[src/rtl/spi_sclk_gen.sv]
// SPI serial-clock and frame generator: programmable half-period, selectable idle
// polarity, free-run or counted frames with chip-select setup/hold, edge strobes.
module spi_sclk_gen #(
    parameter int   DIV_W = 8,
    parameter int   CNT_W = 6,
    parameter logic CPOL  = 1'b0
) (
    input  logic             clock,
    input  logic             reset,
    input  logic [DIV_W-1:0] half_period,
    input  logic [CNT_W-1:0] num_bits,
    input  logic             free_run,
    input  logic             start,
    output logic             sclk,
    output logic             cs_n,
    output logic             lead_stb,
    output logic             trail_stb,
    output logic             busy,
    output logic             done
);

    typedef enum logic [1:0] {IDLE, SETUP, ACTIVE, HOLD} state_e;

    state_e           state_q, state_d;
    logic [DIV_W-1:0] cnt_q, cnt_d;
    logic [DIV_W-1:0] h_q, h_d;
    logic [CNT_W-1:0] n_q, n_d;
    logic [CNT_W:0]   edge_q, edge_d;
    logic             sclk_q, sclk_d;
    logic             cs_n_q, cs_n_d;
    logic             busy_q, busy_d;
    logic             lead_q, lead_d;
    logic             trail_q, trail_d;
    logic             done_q, done_d;

    logic [DIV_W-1:0] h_live;
    logic             wrap_live;
    logic             wrap_frame;
    logic             at_idle_level;
    logic             toggle;

    assign h_live        = (half_period == '0) ? DIV_W'(1) : half_period;
    // >= rather than == so a live half_period shrink never strands the counter
    assign wrap_live     = (cnt_q >= (h_live - DIV_W'(1)));
    assign wrap_frame    = (cnt_q == (h_q - DIV_W'(1)));
    assign at_idle_level = (sclk_q == CPOL);

    always_comb begin
        state_d = state_q;
        cnt_d   = cnt_q;
        h_d     = h_q;
        n_d     = n_q;
        edge_d  = edge_q;
        toggle  = 1'b0;
        done_d  = 1'b0;

        case (state_q)
            IDLE: begin
                if (!free_run && at_idle_level) begin
                    cnt_d = '0;
                    if (start && (num_bits != '0)) begin
                        state_d = SETUP;
                        h_d     = h_live;
                        n_d     = num_bits;
                        edge_d  = '0;
                    end
                end else if (wrap_live) begin
                    // Free-run, or finishing the half-period that returns sclk to idle
                    toggle = 1'b1;
                    cnt_d  = '0;
                end else begin
                    cnt_d = cnt_q + DIV_W'(1);
                end
            end
            SETUP: begin
                if (wrap_frame) begin
                    toggle  = 1'b1;
                    cnt_d   = '0;
                    edge_d  = (CNT_W+1)'(1);
                    state_d = ACTIVE;
                end else begin
                    cnt_d = cnt_q + DIV_W'(1);
                end
            end
            ACTIVE: begin
                if (wrap_frame) begin
                    cnt_d = '0;
                    if (edge_q == {n_q, 1'b0}) begin
                        state_d = HOLD;
                    end else begin
                        toggle = 1'b1;
                        edge_d = edge_q + (CNT_W+1)'(1);
                    end
                end else begin
                    cnt_d = cnt_q + DIV_W'(1);
                end
            end
            HOLD: begin
                if (wrap_frame) begin
                    cnt_d   = '0;
                    edge_d  = '0;
                    done_d  = 1'b1;
                    state_d = IDLE;
                end else begin
                    cnt_d = cnt_q + DIV_W'(1);
                end
            end
            default: state_d = IDLE;
        endcase

        sclk_d  = sclk_q ^ toggle;
        lead_d  = toggle & at_idle_level;
        trail_d = toggle & ~at_idle_level;
        cs_n_d  = (state_d == IDLE);
        busy_d  = (state_d != IDLE);
    end

    always_ff @(posedge clock) begin
        if (reset) begin
            state_q <= IDLE;
            cnt_q   <= '0;
            h_q     <= '0;
            n_q     <= '0;
            edge_q  <= '0;
            sclk_q  <= CPOL;
            cs_n_q  <= 1'b1;
            busy_q  <= 1'b0;
            lead_q  <= 1'b0;
            trail_q <= 1'b0;
            done_q  <= 1'b0;
        end else begin
            state_q <= state_d;
            cnt_q   <= cnt_d;
            h_q     <= h_d;
            n_q     <= n_d;
            edge_q  <= edge_d;
            sclk_q  <= sclk_d;
            cs_n_q  <= cs_n_d;
            busy_q  <= busy_d;
            lead_q  <= lead_d;
            trail_q <= trail_d;
            done_q  <= done_d;
        end
    end

    assign sclk      = sclk_q;
    assign cs_n      = cs_n_q;
    assign lead_stb  = lead_q;
    assign trail_stb = trail_q;
    assign busy      = busy_q;
    assign done      = done_q;

endmodule
[config.mk]
export PLATFORM = sky130hd
export DESIGN_NAME = spi_sclk_gen
export DESIGN_NICKNAME = d
export VERILOG_FILES = /design/src/rtl/spi_sclk_gen.sv
export SDC_FILE = /design/constraint.sdc
export NUM_CORES = 1
export LEC_CHECK = 0
export ABC_AREA = 0
export BUFFER_PORTS_ARGS = -buffer_cell sky130_fd_sc_hd__buf_2
export CORE_MARGIN = 2
export CORE_UTILIZATION = 60
export DETAILED_ROUTE_END_ITERATION = 10
export PLACE_DENSITY = 0.9
export SYNTH_ARGS = -nofsm -noshare
export SYNTH_HDL_FRONTEND = slang
export SYNTH_SLANG_ARGS = --single-unit
[constraint.sdc]
create_clock -name clock -period 6.6 [get_ports clock]
set_clock_uncertainty 0.2 [all_clocks]
set_input_delay 0.99 -clock clock [delete_from_list [all_inputs] [get_ports clock]]
set_output_delay 0.99 -clock clock [all_outputs]
set_load 0.01 [all_outputs]
======== Word-level counts from Yosys, hierarchy flattened ========
Index checks and enable logic that the tools add are counted.
word-level totals
  bits in registers ....................... 37
  latch bits .............................. 0
  bits in writable memories ............... 0
  bits in read-only memories .............. 0
  bits of input ports ..................... 18
  logic and storage cells ................. 69
  memories kept ........................... 0
operators by class
  add/subtract/negate cells ............... 4
  multipliers ............................. 0
  divide/modulo/power cells ............... 0
  $lt $le $gt $ge ......................... 1
  equality and inequality tests ........... 11
  shift operators ......................... 0
  muxes and demuxes ....................... 25
  bitwise logic cells ..................... 5
  reductions and logical operators ........ 12
operators by type and width
  kind                 count
  $mux 7               6
  $mux 8               4
  $pmux 7 s4           1
  $pmux 8 s2           1
  $sub 8x1->8 const B  2
  $mux 2               6
  $ne 2x2->1 const B   6
  $add 8x1->8 const B  1
  $eq 8x8->1           1
  $ge 8x8->1           1
  $logic_not 8->1      1
  $pmux 2 s4           1
  $add 7x1->7 const B  1
  $eq 7x7->1           1
  $reduce_and 6->1     1
  $reduce_bool 6->1    1
  $mux 1               5
  $eq 2x2->1 const B   2
  $logic_not 2->1      2
  $pmux 1 s3           1
  $reduce_and 3->1     1
  $reduce_or 3->1      1
  $and 1x1->1          2
  $eq 2x1->1 const B   1
  6 further kinds      8

======== Longest topological paths before layout ========
  depth after elaboration ................. 8
  depth in mapped cells ................... 15
  depth with buffers taken out ............ 15

======== Worst setup path before layout ========
Ideal clock, no wire load.
  path kind ............................... input to register
  from .................................... input half_period[2]
  to ...................................... register sclk_q (netlist: sclk)
  setup time .............................. 0.067 ns
  arrival ................................. 3.888 ns
  required time ........................... 6.333 ns
  path slack .............................. 2.445 ns
  stages on the path ...................... 14
  buffers on the path ..................... 0
  cell sequence ........................... or4_1 or3_1 nor2_1 nor2_1 ha_1 ha_1 a21o_1 a21o_1 a21o_1 a21oi_1 o21a_1 o41ai_1 ha_1 nor2_1
between the ends
  longest elaborated chain between the ends .. 8
ends and longest elaborated chain
  item                  RTL line  source
  from (decl)           10        input logic [DIV_W-1:0] half_period,
  $logic_not 8->1       42        assign h_live = (half_period == '0) ? DIV_W'(1) : half_period;
  $mux 8 *              42
  $sub 8x1->8 *         44        assign wrap_live = (cnt_q >= (h_live - DIV_W'(1)));
  $ge 8x8->1 *          44
  $mux 1 *              67        end else if (wrap_live) begin
  $mux 1 *              59        if (!free_run && at_idle_level) begin
  $pmux 1 s3 *          57        case (state_q)
  $xor 1x1->1 *         111       sclk_d = sclk_q ^ toggle;
  to (signal assigned)  137       sclk_q <= sclk_d;
  to (decl)             29        logic sclk_q, sclk_d;
Every way passes the cells marked *; elsewhere a longest branch is shown, timed or not.
A chain may end at the register's enable or synchronous reset.

======== Final worst setup path ========
  from .................................... input half_period[2]
  to ...................................... register cnt_q[7]
between the ends
  longest elaborated chain between the ends .. 7
ends and longest elaborated chain
  item                  RTL line  source
  $logic_not 8->1       42
  $mux 8 *              42
  $sub 8x1->8 *         44
  $ge 8x8->1 *          44
  $mux 8 *              67
  $mux 8 *              59
  $pmux 8 s2 *          57
  to (signal assigned)  133       cnt_q <= cnt_d;
  to (decl)             25        logic [DIV_W-1:0] cnt_q, cnt_d;
Marked as above.

==> results by group <==
Die
  – Site Rows: 22
  – Die Ht: 66.1 um
  – Top Ports: 24
  – Die Wd: 66.1 um
  – Die area: 0.00437 mm^2
  – Placeable Area: 0.00369 mm^2
  – Initial Util: 0.628

Critical path
  – CP dominant cell by count: a21o_1
  – WP depth: 13
  – Worst Path Buf+Inv: 1
  – CP Capture Type: flop
  – Delay-heaviest family, CP: compound AO/OA/AOI/OAI gates
  – WP data required: 6.57 ns
  – FF-to-FF End: lead_stb
  – Data arrival time of the worst path: 4.37 ns
  – CP peak stage delay: 0.54 ns
  – CP Class: in2reg
  – Worst R2R Path Depth: 10
  – Slowest cell on crit path: or4_1
  – Critical Path Start Type: primary input
  – Reg2Reg Setup Slack: 3.59 ns
  – Worst path cell trace: buf_2 > or4_1 > or3_1 > nor2_1 > nor2_1 > ha_1 > ha_1 > a21o_1 > a21o_1 > a21o_1 > a21oi_1 > o21ai_0 > a2111oi_1
  – Launch point of the worst reg-to-reg path: h_q[0]
  – Maximum fanout along the worst path: 7

Synth
  – Synth async-reset ratio: 0
  – Number of synthesized flops with an enable pin: 0
  – Yosys cell types: 54
  – Cell Area, Synth: 0.00232 mm^2
  – Prevailing post-synth register cell: dfxtp_1
  – Cell count after synthesis: 251
  – Mapped Avg Cell Area: 9.23 um^2
  – Synth Register Bits: 37
  – Sequential area share after synthesis: 0.320
  – Warnings from Yosys: 0
  – Net Count, Synth: 289

Clocking
  – Setup bufs post-CTS: 0
  – Inserted Clock Buffers: 5
  – CTS tree: done
  – H-Tree Depth: 2
  – CTS root buf: clkbuf_8
  – Post-CTS Hold Buffers: 0
  – CTS Sinks: 37
  – Clk_lat worst skew: 0.29 ns
  – CTS resizes: 0
  – CTS max path bufs: 2
  – Worst-path clk slew: 0.07 ns

Detailed routing
  – Drt first pass iters: 4
  – DR WL/cell: 14.4 um
  – Vias/cell: 5.87
  – Initial DRC count: 65
  – DRC: 0
  – Antenna Violating Nets Remaining: 0
  – Via count: 1,890
  – Total length of routed wires: 4640 um

Power
  – Total Power: 734 uW
  – Worst VDD drop: 0.184 mV
  – PD cells: 289 mW/mm^2
  – Lkg Pwr: 1.16 nW

Finish
  – Non-filler cells, final: 322
  – Commonest non-fill, non-tap cells in the layout: dfxtp_1 (37), nor2_1 (31), buf_2 (23)
  – Most common cell after layout, fill and taps aside: dfxtp_1
  – Final #Nets: 311
  – Layout cells sized above 1: 0.168
  – Area of the multi-input gates: 0.00151 mm^2
  – Fill cell count: 324
  – Antenna Cells: 0
  – Layout area overhead: 9.72%
  – Register Area: 741 um^2

Placement
  – DP Worst Slack: 2.03 ns
  – I/O Buffers: 23
  – Post-DP HPWL: 3380 um
  – Final GP Congestion: 0.897
  – Placed instance count: 314

Run
  – Max Cap Viol: 0

STA
  – Max-slew violations: 0
  – Setup TNS: 0 ns
  – Achievable Freq: 227 MHz
  – Post-route clock period utilization: 0.668
  – Setup violators final: 0
  – Worst-Margin Slew: 0.765 ns
  – Final Hold Viols: 0
  – Setup repair after global routing missed its margin: no
  – Minimum clock period: 4.41 ns
  – Rel. slew slack: 0.485
  – PnR worst setup slack: 2.19 ns

Global route
  – First-pass GRT wire length: 7960 um
  – Pin count of the biggest net entering global routing: 39
  – GRT Util Overall: 0.236
  – Congestion Overflow GR: 0
  – Vias in the first global route: 1,780
  – Initial antenna violation count: 0

Min path
  – Hold Crit Start: n_q[0]
  – Hold Crit Endpoint: n_q[0]
  – Cells on Worst Hold Path: 2
  – Worst Hold Class: reg2reg

Outcome
  – Status: complete, no violations
==> metal layers <==
layer,vias up,GRT usage,share of wire
met5,-,0,0
met4,0,0.0689,0.014
met3,6,0.0613,0.034
met2,32,0.415,0.51
met1,892,0.280,0.44
li1,960,-,-
==> where the power goes <==
part	leakage [nW]	total [mW]	internal, mW	switching, mW
combinational	0.816	0.301	0.135	0.166
sequential	0.301	0.283	0.251	0.0317
clock	0.0450	0.151	0.0731	0.0777
==> sequential cells by signal, summed over array words and instances (netlist names) <==
signal and count:
edge_q 7, trail_stb 1, state_q 2, done 1, sclk 1, cnt_q 8, lead_stb 1, n_q 6
cs_n 1, busy 1, h_q 8
==> layout make-up <==
cell class              count  area share
clock buffers               6      0.0286
flip-flops and latches     37       0.291
inverters                  10      0.0148
multi-input cells         196       0.592
repair buffers             23      0.0453
clock inverters             2     0.00394
well taps                  48      0.0236
==> worst register-to-register path, cell delays in order, from the launching register on <==
cell and delay (ns):
dfxtp_1 0.46, inv_1 0.07, ha_1 0.22, and2_1 0.18
o21a_1 0.19, o31ai_1 0.37, o2111ai_4 0.32, or3_1 0.42
o41ai_1 0.09, ha_1 0.24, nor2b_1 0.16
==> logic make-up (layout without fill, tap and decap cells) <==
group | count (synthesis) | in the layout | share of synthesized area
and+or+nand+nor | 83 | 83 | 0.196
AOI/OAI and AO/OA | 53 | 53 | 0.185
DFF | 37 | 37 | 0.320
xor gates and xnor gates | 26 | 26 | 0.0983
adders and majority gates | 20 | 20 | 0.108
buffers and inverters | 18 | 41 | 0.0303
muxes | 14 | 14 | 0.0632
==> metrics by stage <==
step	area, um^2	hold WS, ns	util
2_1_floorplan	2320	0.271	-
3_3_place_gp	2460	0.290	0.667
3_5_place_dp	2460	0.307	0.667
4_1_cts	2540	0.325	0.689
5_1_grt	2540	0.352	0.689
6_report	2540	0.317	0.689
==> synth_stat cells, types with 2 or more instances <==
| cell type | number | share of area |
|---|---|---|
| o21ai_0 | 4 | 0.0086 |
| nor3_1 | 4 | 0.0086 |
| a21oi_1 | 9 | 0.019 |
| a41oi_1 | 2 | 0.0076 |
| a211oi_1 | 4 | 0.013 |
| ha_1 | 20 | 0.11 |
| or4_1 | 3 | 0.0097 |
| nor2b_1 | 4 | 0.011 |
| nand2_1 | 6 | 0.0097 |
| buf_2 | 2 | 0.0043 |
| nand3_1 | 7 | 0.015 |
| mux2i_1 | 12 | 0.052 |
| a311oi_1 | 2 | 0.0076 |
| a2111oi_1 | 6 | 0.026 |
| a21o_1 | 4 | 0.013 |
| dfxtp_1 | 37 | 0.32 |
| nor4_1 | 3 | 0.0081 |
| and3_1 | 5 | 0.014 |
| o21a_1 | 5 | 0.016 |
| or2_2 | 2 | 0.0054 |
| a31o_2 | 4 | 0.015 |
| xnor2_1 | 12 | 0.045 |
| inv_1 | 10 | 0.016 |
| xor2_1 | 14 | 0.053 |
| nand2b_1 | 3 | 0.0081 |
| nor2_1 | 31 | 0.050 |
| clkbuf_1 | 6 | 0.0097 |
| or3_1 | 4 | 0.011 |
==> how the worst max path moves through the flow <==
stage                         startpoint        to  slack (ns)
after global placement    half_period[2]  cnt_q[4]        2.17
after detailed placement  half_period[2]  cnt_q[7]        2.03
final                     half_period[2]  cnt_q[7]        2.19
after CTS                 half_period[2]  cnt_q[7]        2.26
after global routing      half_period[2]  cnt_q[6]        1.93
after floorplan           half_period[2]      sclk        2.45
No activity file was read; power rests on OpenSTA's default activity.
